**src/rtl/mips_pkg.sv**
```systemverilog
// Shared MMIO map, timer control-bit layout and struct for the MIPS data-memory stage.
package mips_pkg;

    localparam logic [31:0] MMIO_BASE      = 32'h8000_0000;

    localparam logic [31:0] MMIO_GPIO_OUT  = 32'h0000_0000;
    localparam logic [31:0] MMIO_GPIO_IN   = 32'h0000_0004;
    localparam logic [31:0] MMIO_TMR_COUNT = 32'h0000_0008;
    localparam logic [31:0] MMIO_TMR_CMP   = 32'h0000_000C;
    localparam logic [31:0] MMIO_TMR_CTRL  = 32'h0000_0010;
    localparam logic [31:0] MMIO_TMR_STAT  = 32'h0000_0014;

    localparam int TMR_EN_BIT    = 0;
    localparam int TMR_AR_BIT    = 1;
    localparam int TMR_IRQEN_BIT = 2;

    // Member order matches the TMR_*_BIT indices (first member is the MSB).
    typedef struct packed {
        logic irqEn;
        logic autoReload;
        logic en;
    } tmr_ctrl_t;

endpackage

```
**src/rtl/mips_dmem_timer.sv**
```systemverilog
// Compare-match timer: COUNT/CMP/CTRL/STAT registers, match handling and W1C pending flag.
module mips_dmem_timer
    import mips_pkg::*;
(
    input  logic        clk_i,
    input  logic        rst_i,
    input  logic        we_i,
    input  logic        sel_i,
    input  logic [4:0]  addr_i,
    input  logic [31:0] wdata_i,
    output logic [31:0] rdata_o,
    output logic        irq_o
);

    logic [31:0] count_q, count_d;
    logic [31:0] cmp_q, cmp_d;
    tmr_ctrl_t   ctrl_q, ctrl_d;
    logic        pend_q, pend_d;

    logic wrCount, wrCmp, wrCtrl, wrStat, match;

    assign wrCount = we_i && sel_i && (addr_i == MMIO_TMR_COUNT[4:0]);
    assign wrCmp   = we_i && sel_i && (addr_i == MMIO_TMR_CMP[4:0]);
    assign wrCtrl  = we_i && sel_i && (addr_i == MMIO_TMR_CTRL[4:0]);
    assign wrStat  = we_i && sel_i && (addr_i == MMIO_TMR_STAT[4:0]);
    assign match   = ctrl_q.en && (count_q == cmp_q);

    // Software writes to COUNT/CTRL take priority; a match beats a W1C clear of PEND.
    always_comb begin
        count_d = count_q;
        cmp_d   = cmp_q;
        ctrl_d  = ctrl_q;
        pend_d  = pend_q;

        if (match) begin
            if (ctrl_q.autoReload) begin
                count_d = '0;
            end else begin
                ctrl_d.en = 1'b0;
            end
        end else if (ctrl_q.en) begin
            count_d = count_q + 32'd1;
        end

        if (wrCount) count_d = wdata_i;
        if (wrCmp)   cmp_d   = wdata_i;
        if (wrCtrl) begin
            ctrl_d.en         = wdata_i[TMR_EN_BIT];
            ctrl_d.autoReload = wdata_i[TMR_AR_BIT];
            ctrl_d.irqEn      = wdata_i[TMR_IRQEN_BIT];
        end

        if (match) begin
            pend_d = 1'b1;
        end else if (wrStat && wdata_i[0]) begin
            pend_d = 1'b0;
        end
    end

    always_ff @(posedge clk_i) begin
        if (rst_i) begin
            count_q <= '0;
            cmp_q   <= '0;
            ctrl_q  <= '0;
            pend_q  <= 1'b0;
        end else begin
            count_q <= count_d;
            cmp_q   <= cmp_d;
            ctrl_q  <= ctrl_d;
            pend_q  <= pend_d;
        end
    end

    always_comb begin
        rdata_o = '0;
        if (sel_i) begin
            case (addr_i)
                MMIO_TMR_COUNT[4:0]: rdata_o = count_q;
                MMIO_TMR_CMP[4:0]:   rdata_o = cmp_q;
                MMIO_TMR_CTRL[4:0]:  rdata_o = {29'd0, ctrl_q};
                MMIO_TMR_STAT[4:0]:  rdata_o = {31'd0, pend_q};
                default:             rdata_o = '0;
            endcase
        end
    end

    assign irq_o = pend_q & ctrl_q.irqEn;

endmodule

```
**src/rtl/mips_dmem.sv**
```systemverilog
// MIPS data-memory stage: word RAM below 0x8000_0000, GPIO and optional timer above it.
// The timer is built only when MIPS_DMEM_TIMER_EN is defined; otherwise its window reads 0.
module mips_dmem
    import mips_pkg::*;
#(
    parameter int RAM_WORDS  = 64,
    parameter int GPIO_WIDTH = 8
) (
    input  logic                  clk,
    input  logic                  rst,
    input  logic                  memwrite,
    input  logic [31:0]           memaddr,
    input  logic [31:0]           writedata,
    output logic [31:0]           readdata,
    input  logic [GPIO_WIDTH-1:0] gpio_in,
    output logic [GPIO_WIDTH-1:0] gpio_out,
    output logic                  timer_irq
);

    localparam int AW = $clog2(RAM_WORDS);

    logic [31:0]           mem_q [RAM_WORDS];
    logic [GPIO_WIDTH-1:0] gpioOut_q, gpioOut_d;
    logic [GPIO_WIDTH-1:0] sync1_q, sync2_q;

    logic          isMmio;
    logic [30:0]   mmioOff;
    logic [AW-1:0] ramIdx;
    logic          gpioOutSel, gpioInSel;
    logic [31:0]   timerRdata;
    logic          unusedAddrBits;

    assign isMmio         = memaddr[31];
    assign mmioOff        = {memaddr[30:2], 2'b00};
    assign ramIdx         = memaddr[AW+1:2];
    assign gpioOutSel     = isMmio && (mmioOff == MMIO_GPIO_OUT[30:0]);
    assign gpioInSel      = isMmio && (mmioOff == MMIO_GPIO_IN[30:0]);
    assign unusedAddrBits = ^memaddr[1:0];

    // RAM contents deliberately survive reset.
    always_ff @(posedge clk) begin
        if (memwrite && !isMmio) begin
            mem_q[ramIdx] <= writedata;
        end
    end

    always_comb begin
        gpioOut_d = gpioOut_q;
        if (memwrite && gpioOutSel) begin
            gpioOut_d = writedata[GPIO_WIDTH-1:0];
        end
    end

    always_ff @(posedge clk) begin
        if (rst) begin
            gpioOut_q <= '0;
            sync1_q   <= '0;
            sync2_q   <= '0;
        end else begin
            gpioOut_q <= gpioOut_d;
            sync1_q   <= gpio_in;
            sync2_q   <= sync1_q;
        end
    end

    assign gpio_out = gpioOut_q;

`ifdef MIPS_DMEM_TIMER_EN
    logic timerSel;

    assign timerSel = isMmio && (mmioOff[30:5] == 26'd0);

    mips_dmem_timer u_timer (
        .clk_i   (clk),
        .rst_i   (rst),
        .we_i    (memwrite),
        .sel_i   (timerSel),
        .addr_i  (mmioOff[4:0]),
        .wdata_i (writedata),
        .rdata_o (timerRdata),
        .irq_o   (timer_irq)
    );
`else
    assign timerRdata = '0;
    assign timer_irq  = 1'b0;
`endif

    always_comb begin
        readdata = '0;
        if (!isMmio) begin
            readdata = mem_q[ramIdx];
        end else if (gpioOutSel) begin
            readdata = 32'(gpioOut_q);
        end else if (gpioInSel) begin
            readdata = 32'(sync2_q);
        end else begin
            readdata = timerRdata;
        end
    end

endmodule

```
**config.mk**
```make
export PLATFORM = sky130hd
export DESIGN_NAME = mips_dmem
export DESIGN_NICKNAME = d
export VERILOG_FILES = /design/src/rtl/mips_pkg.sv /design/src/rtl/mips_dmem_timer.sv /design/src/rtl/mips_dmem.sv
export SDC_FILE = /design/constraint.sdc
export NUM_CORES = 2
export LEC_CHECK = 0
export CAP_MARGIN = 20
export CELL_PAD_IN_SITES_DETAIL_PLACEMENT = 0
export CELL_PAD_IN_SITES_GLOBAL_PLACEMENT = 1
export CORE_AREA = 3 3 402 404
export DETAILED_ROUTE_END_ITERATION = 7
export DIE_AREA = 0 0 405 407
export MAX_ROUTING_LAYER = met4
export PLACE_DENSITY = 0.82
export SLEW_MARGIN = 20
export SYNTH_ARGS = -nofsm -noshare
export SYNTH_HDL_FRONTEND = slang
export SYNTH_HIERARCHICAL = 1
export SYNTH_SLANG_ARGS = --single-unit
```
**constraint.sdc**
```tcl
create_clock -name clk -period 10 [get_ports clk]
set_input_delay 2 -clock clk [delete_from_list [all_inputs] [get_ports clk]]
set_output_delay 2 -clock clk [all_outputs]
set_load 0.005 [all_outputs]
```
Word-level counts from Yosys, hierarchy flattened
Memory sizes are Yosys's and may differ from the RTL's.
Cells that the tools add are included.
{"block": "totals", "word_cells": 16, "register_bits": 24, "mem_count": 1, "inputBits": 75, "rom_bits": 0, "latch_bits": 0, "ram_bits": 2048}
{"name": "mem_q", "depth": 64, "width": 32, "rd": 1, "rd_ports_with_merged_regs": 0, "wr": 1, "line": "mips_dmem.sv:22", "source": "logic [31:0] mem_q [RAM_WORDS];"}
{"block": "classes", "n_addsub": 0, "n_mux": 5, "n_eq_ne": 1, "n_bitwise": 0, "reduce_logical": 6, "order_cmp": 0, "div": 0, "multipliers": 0, "shift": 0}
{"op": "$mux 32", "count": 1}
{"op": "$logic_not 31->1", "count": 1}
{"op": "$eq 29x1->1 const B", "count": 1}
{"op": "$mux 8", "count": 2}
{"op": "$logic_and 1x1->1", "count": 4}
{"op": "$mux 1", "count": 2}
{"op": "$logic_not 1->1", "count": 1}

Depth between registers and ports, before layout
{"block": "depth", "depth_word": 5, "depth_mapped": 9, "depth_no_buf": 5}

Worst setup path before layout
OpenSTA, ideal clock, no wires.
{"block": "synth_timing", "kind": "input-to-output", "start": "input port memaddr[2]", "end": "output port readdata[9]", "arrival_ns": 4.111, "cell_stages": 7, "path_slack_ns": 3.889, "cell_sequence": "clkbuf_1 buf_1 mux4_2 mux4_2 nand2_1 o21ai_0 o22a_1"}
{"block": "synth_between", "elab_chain_cells": 2}
{"element": "from (decl)", "line": "mips_dmem.sv:12", "source": "input logic [31:0] memaddr,"}
{"element": "$mem_v2 64x32"}
{"element": "$mux 32", "line": "mips_dmem.sv:90", "source": "if (!isMmio) begin"}
{"element": "to (decl)", "line": "mips_dmem.sv:14", "source": "output logic [31:0] readdata,"}
No other way between the ends.

Worst setup path in the final report
{"block": "layout_timing", "start": "input port memaddr[4]", "end": "output port readdata[19]"}
Same word-level chain as after synthesis.

==> impl_results.md <==
- Worst setup path category: in -> out
- Most Frequent Cell on Critical Path: a21oi_1
- Final Instance Count excl. Fillers: 5902
- Setup TNS: 0 ns
- Max Clk Rate: 124 MHz
- Synth Instances: around 3400
- Minimum clock period: approximately 8.1 ns
- Post-CTS setup buffers: 0
- DRT antenna net count: 0
- Cts bufs inserted: 194
- Clk root buf: clkbuf_16
- Die Y: 407 microns
- Post-synth EDFFs: about 2000
- PwrDens: 196 nW/um^2
- Worst path cell trace: buf_8 > buf_12 > nor2_2 > buf_4 > a22oi_1 > a21oi_1 > a21oi_1 > a2bb2oi_1 > clkdlybuf4s50_1
- DRC viols: 0
- Grt ovf: 0
- Worst-path fanout max: 85
- RSZ-0062 raised after global routing: false
- Crit end category: output pin
- H-tree depth: 4
- Ports: 116
- Gr usage total: between 20% and 30%
- Die width: 405 microns
- Worst path slowest cell: a2bb2oi_1
- Layout cells sized above 1: between 20 and 30%
- Sink Count: 2072
- IO Port Bufs: ~110
- Most common cell after layout, fill and taps aside: edfxtp_1
- Final setup viols: 0
- Clock Latency Late Sink: 0.80 ns
- WP data arrival: 6.06 ns
- Worst VDD drop: 0.165 mV
- Worst-margin pin slew: 1.12 ns
- Final max-slew violation count: 0
- First-pass iteration count of the detailed router: 6
- Core area: about 160000 sq um
- Hold Vio Cnt, Final: 0
- P_leak: 27.5 nW
- Hold Buf Count CTS: 0
- Fraction of registers with async set or reset after synthesis: 0%
- Top_reg_cell synth: edfxtp_1
- DP HPWL: approximately 100 mm
- Rows: 146
- DP Worst Slack: 2.00 ns
- Synth Net Count: 3514
- Status: complete, no violations
- Yosys warns: 6
- Synth unique cells: 43
- Clock Path Buffers: 3
- Number of global-route vias before repair: 38300
- Slew HR: 24.8%
- Avg WL per Cell: 33.1 microns
- Initial core utilization: 50.0%
- Largest net degree at the start of global routing: ~100
- Global-route wire length before repair: 280 mm
- Finished Core Util: about 57%
- Starting DRT DRC Count: roughly 6100
- Clock Pin Slew Worst Setup and Hold Paths: 0.06 ns
- Data required time of the worst path: 8.00 ns
- CTS tree: yes
- Initial antenna violation count: 16
- Avg Inst Size Synth: 23.0 sq um
- Synth Register Bits: 2072
- NumNets Final: around 3700
- Period utilization: 80.6%
- Clock Skews: about 0.006 ns
- DP Cell Count: about 5500
- Max-Cap Viols: 0
- Slowest stage delay, CP: about 0.9 ns
- Top cell family by delay on the critical path: buffers and inverters
- Via density: 6.47
- Seq/Total Area, Yosys: 78.4%
- Setup WS post-layout: ~1.9 ns
- Post-CTS sizing: 0
- Worst hold path type: reg -> reg
- CP startpoint kind: input port
- Area of the die: between 150000 and 200000 sq um
- Area grow syn2layout: 13.0%
- Final Power: about 0.017 W
- DRT Wirelength: 196 mm
- Buffers and inverters on the worst path: 4
- DR vias: between 30000 and 40000
- RD Place Congestion: 0.802
- Most frequent cells in the layout: edfxtp_1 (2048), mux4_2 (520), clkbuf_16 (202), buf_4 (133), mux2i_1 (112)
- Syn Std Cell Area: 79100 sq um
[synthesized netlist by cell type, types with 2 or more instances]
cell type / n / area share, %
a221oi_1: 24 / 0.27
a31oi_1: 11 / 0.087
o22ai_1: 8 / 0.063
edfxtp_1: 2048 / 78
o22a_1: 19 / 0.21
nand3b_1: 3 / 0.028
mux2i_1: 112 / 1.4
nor3_1: 2 / 0.013
a22o_1: 19 / 0.21
a2bb2oi_1: 13 / 0.14
clkbuf_1: 108 / 0.51
a211oi_1: 56 / 0.53
a21oi_1: 47 / 0.30
o21ai_0: 11 / 0.070
dfxtp_1: 24 / 0.61
buf_1: 41 / 0.19
nand2b_1: 2 / 0.016
and2_1: 2 / 0.016
nand3_1: 5 / 0.032
nand2_1: 53 / 0.25
nor4_1: 12 / 0.095
nor2_1: 85 / 0.40
mux2_2: 24 / 0.34
mux4_2: 520 / 15
nor2b_1: 56 / 0.44
buf_2: 49 / 0.31
o2111ai_1: 8 / 0.089
or4_4: 2 / 0.028
o21a_1: 8 / 0.076
a22oi_1: 45 / 0.43
or2_2: 3 / 0.024
a2111oi_0: 8 / 0.089
[flip-flops by register name, indices dropped and copies added (netlist names)]
signal / count
mem_q: 2048
gpio_out: 8
sync1_q: 8
sync2_q: 8
[metal layers]
metal	global-route usage, %	share of wire, %	vias to the layer above
met2	36.1	47	2527
met3	7.00	13	359
met5	-	0	-
li1	-	-	15200
met4	7.43	2.8	0
met1	34.2	38	20200
[area by class of cell]
cell class	instances	area (sq um)
clock buffer	251	5240
inverter	1	3.75
antenna	12	30.0
tap	2072	2590
fill	11100	68800
sequential	2072	62000
multi-input combinational	1166	16800
clock inverter	101	767
timing repair buffer	227	2010
[cells by family after synthesis]
kind of cell / count (synthesis) / synth area share (%)
buf+inv: 201 / 1.05
other cells: 1 / 0.00474
simple gates: 232 / 1.44
compound gates: 277 / 2.56
flops: 2072 / 78.4
mux: 656 / 16.6
[report_power, final]
part | switching [W] | internal [W]
clock network | 0.00312 | 0.00392
registers | 0.00000855 | 0.00958
logic | 0.000533 | 0.000330
total | 0.00366 | 0.0138
[worst paths after layout]
| path | from | endpoint | slack (ns) | cells after the start |
|---|---|---|---|---|
| setup reg to reg | gpio_out[7] | gpio_out[7] | 9.27 | 2 |
| setup / recovery | memaddr[4] | readdata[19] | 1.94 | 9 |
| hold reg to reg | sync1_q[5] | sync2_q[5] | 0.44 | 1 |
| hold / removal | sync1_q[5] | sync2_q[5] | 0.44 | 1 |
[metrics by stage]
stage / hold WS, ns / cell area, sq um
after floorplan: 0.414 / 79100
final: 0.440 / 89400
after detailed placement: 0.424 / 83300
after global placement: 0.424 / 83300
after CTS: 0.444 / 89300
after global routing: 0.461 / 89400
No activity file was read; power rests on OpenSTA's default activity.
